==> config.mk <==
export PLATFORM = sky130hd
export DESIGN_NAME = keypad_scan
export DESIGN_NICKNAME = d
export VERILOG_FILES = /design/src/rtl/keypad_pkg.sv /design/src/rtl/keypad_debounce.sv /design/src/rtl/keypad_scan.sv
export SDC_FILE = /design/constraint.sdc
export NUM_CORES = 1
export LEC_CHECK = 0
export BUFFER_PORTS_ARGS = -buffer_cell sky130_fd_sc_hd__buf_4
export CORE_AREA = 2 2 100 102
export CTS_CLUSTER_SIZE = 40
export DETAILED_ROUTE_END_ITERATION = 10
export DIE_AREA = 0 0 102 104
export PLACE_DENSITY_LB_ADDON = 0.15
export SYNTH_ARGS = -nofsm -noshare
export SYNTH_HDL_FRONTEND = slang
export SYNTH_SLANG_ARGS = --single-unit
==> constraint.sdc <==
create_clock -name clk -period 6.28 [get_ports clk]
set_input_delay 1.256 -clock clk [delete_from_list [all_inputs] [get_ports clk]]
set_output_delay 1.256 -clock clk [all_outputs]
set_load 0.03 [all_outputs]
==> src/rtl/keypad_pkg.sv <==
// rtl/keypad_pkg.sv - shared types, sizes and key map for the 4x4 keypad scanner
package keypad_pkg;

  localparam int NUM_COLS = 4;
  localparam int NUM_ROWS = 4;

  typedef enum logic [1:0] {
    IDLE,
    CANDIDATE,
    PRESSED,
    RELEASING
  } db_state_t;

  typedef enum logic [1:0] {
    NONE,
    SINGLE,
    MULTI
  } frame_res_t;

  // Pmod KYPD legend: digits 1..9 fill rows 0..2 of columns 0..2, column 3 is A..D.
  function automatic logic [3:0] key_map(input logic [1:0] row, input logic [1:0] col);
    logic [3:0] code;
    if (col == 2'd3)
      code = 4'hA + {2'b00, row};
    else if (row == 2'd3)
      code = 4'h0 - {2'b00, col};
    else
      code = 4'(row) * 4'd3 + 4'(col) + 4'd1;
    return code;
  endfunction

endpackage

==> src/rtl/keypad_debounce.sv <==
// rtl/keypad_debounce.sv - frame-level debounce, one press event per accepted key
module keypad_debounce
  import keypad_pkg::*;
#(
  parameter int DEBOUNCE_CNT = 4
) (
  input  logic       clk,
  input  logic       rst,
  input  logic       frame_stb,
  input  frame_res_t frame_res,
  input  logic [3:0] frame_key,
  output logic       press,
  output logic [3:0] key,
  output logic       key_held
);

  localparam int CW = $clog2(DEBOUNCE_CNT + 1);
  localparam logic [CW-1:0] LAST = CW'(DEBOUNCE_CNT - 1);
  localparam logic [CW-1:0] DONE = CW'(DEBOUNCE_CNT);

  db_state_t     state;
  logic [CW-1:0] cnt;
  logic [CW-1:0] cnt_inc;
  logic          match;

  assign match   = (frame_res == SINGLE) && (frame_key == key);
  assign cnt_inc = (cnt == DONE) ? cnt : cnt + 1'b1;

  always_ff @(posedge clk or posedge rst) begin
    if (rst) begin
      state    <= IDLE;
      cnt      <= '0;
      key      <= '0;
      press    <= 1'b0;
      key_held <= 1'b0;
    end else begin
      press <= 1'b0;
      if (frame_stb) begin
        case (state)
          IDLE: begin
            if (frame_res == SINGLE) begin
              key <= frame_key;
              cnt <= CW'(1);
              if (DEBOUNCE_CNT == 1) begin
                state    <= PRESSED;
                press    <= 1'b1;
                key_held <= 1'b1;
              end else begin
                state <= CANDIDATE;
              end
            end
          end
          CANDIDATE: begin
            if (match) begin
              cnt <= cnt_inc;
              if (cnt == LAST) begin
                state    <= PRESSED;
                press    <= 1'b1;
                key_held <= 1'b1;
              end
            end else begin
              state <= IDLE;
              cnt   <= '0;
            end
          end
          PRESSED: begin
            if (!match) begin
              if (DEBOUNCE_CNT == 1) begin
                state    <= IDLE;
                cnt      <= '0;
                key_held <= 1'b0;
              end else begin
                state <= RELEASING;
                cnt   <= CW'(1);
              end
            end
          end
          RELEASING: begin
            if (match) begin
              state <= PRESSED;
              cnt   <= '0;
            end else if (cnt == LAST) begin
              state    <= IDLE;
              cnt      <= '0;
              key_held <= 1'b0;
            end else begin
              cnt <= cnt_inc;
            end
          end
          default: begin
            state <= IDLE;
            cnt   <= '0;
          end
        endcase
      end
    end
  end

endmodule

==> src/rtl/keypad_scan.sv <==
// rtl/keypad_scan.sv - 4x4 keypad column scanner with debounced valid/ack key output
module keypad_scan
  import keypad_pkg::*;
#(
  parameter int SCAN_DIV     = 25000,
  parameter int DEBOUNCE_CNT = 4
) (
  input  logic       clk,
  input  logic       rst,
  output logic [3:0] col_n,
  input  logic [3:0] row_n,
  output logic [3:0] key_code,
  output logic       key_valid,
  input  logic       key_ack,
  output logic       key_held,
  output logic       overrun
);

  localparam int DW = $clog2(SCAN_DIV);
  localparam logic [DW-1:0] DWELL_LAST = DW'(SCAN_DIV - 1);

  logic [NUM_ROWS-1:0]          row_meta;
  logic [NUM_ROWS-1:0]          row_sync;
  logic [DW-1:0]                dwell;
  logic [1:0]                   col_idx;
  logic [NUM_ROWS*NUM_COLS-1:0] acc;
  logic [NUM_ROWS*NUM_COLS-1:0] frame_bits;
  logic                         sample;
  logic                         frame_stb;
  frame_res_t                   frame_res;
  logic [3:0]                   frame_key;
  logic                         press;
  logic [3:0]                   press_key;

  assign sample    = (dwell == DWELL_LAST);
  assign frame_stb = sample && (col_idx == 2'(NUM_COLS - 1));

  always_ff @(posedge clk or posedge rst) begin
    if (rst) begin
      row_meta <= '1;
      row_sync <= '1;
    end else begin
      row_meta <= row_n;
      row_sync <= row_meta;
    end
  end

  // Bit {row,col} of the frame map is set when that intersection reads low.
  always_comb begin
    frame_bits = acc;
    for (int r = 0; r < NUM_ROWS; r++)
      frame_bits[{2'(r), col_idx}] = ~row_sync[r];
  end

  always_comb begin
    frame_key = '0;
    for (int i = 0; i < NUM_ROWS * NUM_COLS; i++)
      if (frame_bits[i]) frame_key = 4'(i);
    case ($countones(frame_bits))
      0:       frame_res = NONE;
      1:       frame_res = SINGLE;
      default: frame_res = MULTI;
    endcase
  end

  always_ff @(posedge clk or posedge rst) begin
    if (rst) begin
      dwell   <= '0;
      col_idx <= '0;
      col_n   <= 4'b1110;
      acc     <= '0;
    end else if (sample) begin
      dwell   <= '0;
      col_idx <= col_idx + 2'd1;
      col_n   <= {col_n[2:0], col_n[3]};
      acc     <= frame_stb ? '0 : frame_bits;
    end else begin
      dwell <= dwell + 1'b1;
    end
  end

  keypad_debounce #(
    .DEBOUNCE_CNT(DEBOUNCE_CNT)
  ) u_debounce (
    .clk      (clk),
    .rst      (rst),
    .frame_stb(frame_stb),
    .frame_res(frame_res),
    .frame_key(frame_key),
    .press    (press),
    .key      (press_key),
    .key_held (key_held)
  );

  // A press arriving while the previous code is still unread is dropped, not queued.
  always_ff @(posedge clk or posedge rst) begin
    if (rst) begin
      key_code  <= '0;
      key_valid <= 1'b0;
      overrun   <= 1'b0;
    end else if (press) begin
      if (key_valid && !key_ack) begin
        overrun <= 1'b1;
      end else begin
        key_code  <= key_map(press_key[3:2], press_key[1:0]);
        key_valid <= 1'b1;
        if (key_valid) overrun <= 1'b0;
      end
    end else if (key_valid && key_ack) begin
      key_valid <= 1'b0;
      overrun   <= 1'b0;
    end
  end

endmodule
[Word level (Yosys, flattened, before mapping)]
Index checks and enable logic that the tools add are counted.
Word-level totals
  register bits: 62
  bits of input ports: 7
  output and inout bits: 11
  word-level logic and storage cells: 153
Operators by class
  add/subtract/negate cells: 22
  multipliers: 1
  magnitude comparators: 8
  equal/unequal tests: 22
  muxes and demuxes: 61
  bitwise operators: 5
  reduce and logical (&&, ||, !) cells: 20
Operator list (number)
  $bwmux W16: 4
  $mux W4: 16
  $logic_not A32 Y1: 1
  $mux W1: 19
  $mux W3: 6
  $add A1 B1 Y2: 8
  $mux W16: 1
  $add A15 B1 Y15 const B: 1
  $eq A15 B15 Y1 const B: 1
  $mux W15: 1
  $add A2 B2 Y3: 4
  $mux W2: 6
  $pmux W3 S4: 1
  $eq A2 B2 Y1 const B: 5
  $lt A4 B5 Y1 const B: 2
  $add A3 B3 Y4: 2
  $demux W1 S2: 4
  $ge A4 B1 Y1 const B: 2
  $logic_and A1 B1 Y1: 8
  $ne A2 B1 Y1 const B: 4
  $pmux W2 S4: 1
  $ne A2 B2 Y1 const B: 3
  $ne A3 B3 Y1 const B: 2
  $reduce_and A2 Y1: 3
  27 further kinds: 34

[Depth between registers and ports, before layout]
  word-level depth: 28
  depth in mapped cells: 22
  gate-level depth less buffers: 22

[By module]
Synthesis repeated with hierarchy kept, for this count alone.
Unflattened totals
  cell total of the unflattened synthesis: 366
  area, all modules: 3598.5 um2
Modules (own cells, without submodules)
  keypad_scan: times used 1, cells each 302, area an instance 2937.8 um2, sequential area each 1290.0 um2
  keypad_debounce: times used 1, cells each 64, area an instance 660.6 um2, sequential area each 275.3 um2

[Least setup slack after synthesis]
No wires, ideal clock.
  path type: flip-flop to flip-flop
  start: register col_idx[0]
  end: register u_debounce.cnt[2]
  arrival: 5204 ps
  path slack: 943 ps
  stages on the path, launching flop included: 20
  path buffers: 2
  period minus slack after synthesis: 5337 ps
  cells stage by stage: dfrtp_1 ha_1 buf_6 o21ai_0 fa_1 fa_1 fa_1 fa_1 inv_1 ha_1 inv_1 fa_1 a211oi_1 mux2i_1 nor4_1 o31a_1 and3_1 buf_6 mux2i_1 o211ai_1
On the way
  cells in the longest elaborated chain, start to end: 27
  elaborated cells on any way between the ends: 68
Ends and longest elaborated chain
  from (decl): RTL line keypad_scan.sv:25  | logic [1:0] col_idx;
  from (signal assigned): RTL line keypad_scan.sv:74  | col_idx <= col_idx + 2'd1;
  branches (longest 27 deep; another with $lt A2 B5 Y1)
  to (signal assigned): RTL line keypad_debounce.sv:55  | cnt <= cnt_inc;
  to (signal assigned): RTL line keypad_debounce.sv:87  | cnt <= cnt_inc;
  to (decl): RTL line keypad_debounce.sv:22  | logic [CW-1:0] cnt;
Several ways; the timed one is not identified.
A chain may end at the register's enable or synchronous reset.

[Worst setup path in the final report]
  start: register col_idx[1]
  end: register u_debounce.cnt[2]
Same word-level chain as after synthesis.

==> impl_metrics.yaml <==
timing:
  rsz0062_at_grt: "no"
  worst_clock_skew_ps: 7.57
  relSlewSlack_pct: 44.6
  post-route-min-period_ps: 5930
  slew_viol_final: 0
  setup_tns_ps: 0
  tightest_slew_ps: 831
  worst_slack_ps: 352
  setup_viol: 0
  fmax_mhz: 169
  hold_viol_final: 0
  fin_crit_sh_pct: 94.4
  hold_slack_ps: 356
route:
  wirelength_mm: 7.63
  drc: 0
  ant_nets: 0
  drt_iter0_markers: 157
  vias_per_cell: 5.12
  dr.pass1.iters: 4
  wl_per_cell_um: 14.1
  route.vias.total: 2768
synthesis:
  async_flop_share_pct: 100
  ys_ff_latch: 62
  syn-num-nets: 423
  ys.warnings.count: 0
  synth_edf_count: 0
  synth_area_per_cell_sq_um: 9.69
  yosys.cell_types.count: 55
  synth_area_sq_um: 3730
  synth_cells: 385
  synth_seq_area_share_pct: 42.0
  synth-main-ff-cell: "dfrtp_1"
critical_path:
  crit_required_ps: 6500
  critPathCaptureType: "flop"
  crit_arrival_ps: 6150
  critPathLaunchType: "flop"
  r2r_slack_ps: 350
  worstSetupPathType: "flop to flop"
  worst-path-max-fanout: 11
global_route:
  grt_busiest_layer: "met2"
  grt_max_degree: 63
  met2_usage_pct: 22.9
  grt_pass1_vias: 2720
  use_met1_pct: 22.1
  grt_pass1_wl_mm: 13.2
  antenna_found_initial: 0
  grt_util_met3_pct: 4.64
  grt_util_all_layers_pct: 16.0
  grt_overflow: 0
outcome:
  status: "completed"
finish:
  multiInputGateArea_sq_um: 1960
  syn2layout_area_growth_pct: 11.6
  nets: 441
  final_common_cell: "dfrtp_1"
  final_cell_mix: "dfrtp_1 (51), nand2_1 (46), inv_1 (30)"
  antennaDiodeCount: 0
  stdcell_count: 541
  drive_gt1_share_pct: 14.7
  fillers: 944
  ff_latch_area_sq_um: 1570
place:
  placedCellCount: 525
  finalWeightedCongestion: 0.867
  dp_slack_ps: 279
  hpwl_mm: 5.51
  io_buffers: 17
cts:
  cts_root_buffer: "clkbuf_8"
  clock_latency_ps: 340
  numCtsBuffers: 9
  clockBufferDepth: 2
  clk_pin_slew_ps: 70
  cts_tree: "built"
  h-tree-depth: 3
  cts_sinks: 62
floorplan:
  start_util_pct: 39.1
  die_h_um: 104
  dieWidth_um: 102
  core_area_sq_um: 9550
  dieArea_sq_um: 10600
  rows: 36
  ios: 18
pwr:
  ir_worst_vdd_mv: 0.135
  power.leakage_uw: 0.00193
  p_per_area_nw_per_um2: 193
  power_uw: 803
job:
  drv_cap: 0
worst_hold_path:
  hp-class: "flop to flop"
## through the flow
stage,util [%],area [sq um]
global route,43.6,4160
global placement,41.5,3960
detailed placement,41.5,3960
finish,43.6,4160
floorplan,-,3730
CTS,43.6,4160
## kinds of logic (layout without fill, tap and decap cells)
logic type | Yosys count | in the layout | share of synthesized area [%]
and+or+nand+nor | 133 | 133 | 17.3
AOI/OAI and AO/OA | 91 | 91 | 16.7
xor gates and xnor gates | 16 | 16 | 3.76
muxes | 7 | 7 | 2.01
adders and majority gates | 31 | 31 | 12.8
buffers and inverters | 45 | 68 | 5.47
DFF | 62 | 62 | 42.0
## critical path: stages, from the launching register on
cell and delay (ps):
dfrtp_1 400, inv_1 100, ha_1 440, nand2b_1 220
a21boi_2 320, fa_1 500, fa_1 490, fa_1 510
fa_1 500, inv_1 70, ha_1 150, inv_1 50
fa_1 380, a211oi_1 230, mux2i_1 100, nor4_1 290
buf_4 190, o31a_1 180, and3_1 360, mux2i_1 230
o211ai_1 100
## routing by layer
metal / vias to the layer above / routed length [um]
met2: 66 / 3500
met3: 12 / 329
met5: - / 0
li1: 1370 / -
met4: 0 / 159
met1: 1320 / 3640
## synth_stat cells, drive strengths merged, types with 6 or more instances
cell / n / area share (%)
dfrtp: 51 / 34
nand2: 46 / 4.6
inv: 32 / 3.2
nor2: 27 / 2.9
o21ai: 26 / 3.5
ha: 19 / 6.4
nand2b: 15 / 2.5
a21oi: 13 / 1.7
nand3: 13 / 1.7
fa: 12 / 6.4
dfstp: 11 / 7.7
xor2: 10 / 2.3
and2: 8 / 1.3
and3: 8 / 1.3
clkbuf: 8 / 0.84
o31ai: 8 / 1.6
xnor2: 6 / 1.4
## worst paths after layout
| check | from | cells past startpoint | end |
|---|---|---|---|
| setup / recovery | col_idx[1] | 20 | u_debounce.cnt[2] |
| hold / removal | row_meta[1] | 0 | row_sync[1] |
| setup reg to reg | col_idx[1] | 20 | u_debounce.cnt[2] |
| hold reg to reg | row_meta[1] | 0 | row_sync[1] |
| max in group asynchronous | rst | 3 | acc[5] |
| min in group asynchronous | rst | 3 | dwell[10] |
## sequential cells by signal, summed over array words and instances (netlist names), named ones only
register             count
dwell                   15
row_meta                 4
col_idx                  2
col_n                    4
u_debounce.key           4
u_debounce.press         1
overrun                  1
key_code                 4
u_debounce.cnt           3
key_valid                1
acc                     16
row_sync                 4
u_debounce.key_held      1
u_debounce.state         1
## what timing repair did
item                                    CTS  global route
endpoints found under the setup margin    0             7
hold buffers                              0             0
gates resized for setup                   0             1
setup buffers                             0             0
endpoints found under the hold margin     0             0
## cell type report
class / count / share of cell area, %
Clock buffer: 11 / 3.40
Multi-Input combinational cell: 278 / 47.1
Inverter: 32 / 2.88
Sequential cell: 62 / 37.6
Tap cell: 133 / 4.00
Clock inverter: 5 / 1.38
Timing Repair Buffer: 20 / 3.61
## report_power, final
part           total (uW)  internal, uW  switching (uW)
logic                36.7          14.4            22.3
registers             407           404            2.94
clock network         359           195             164
Power figures use the tool's default switching activity.
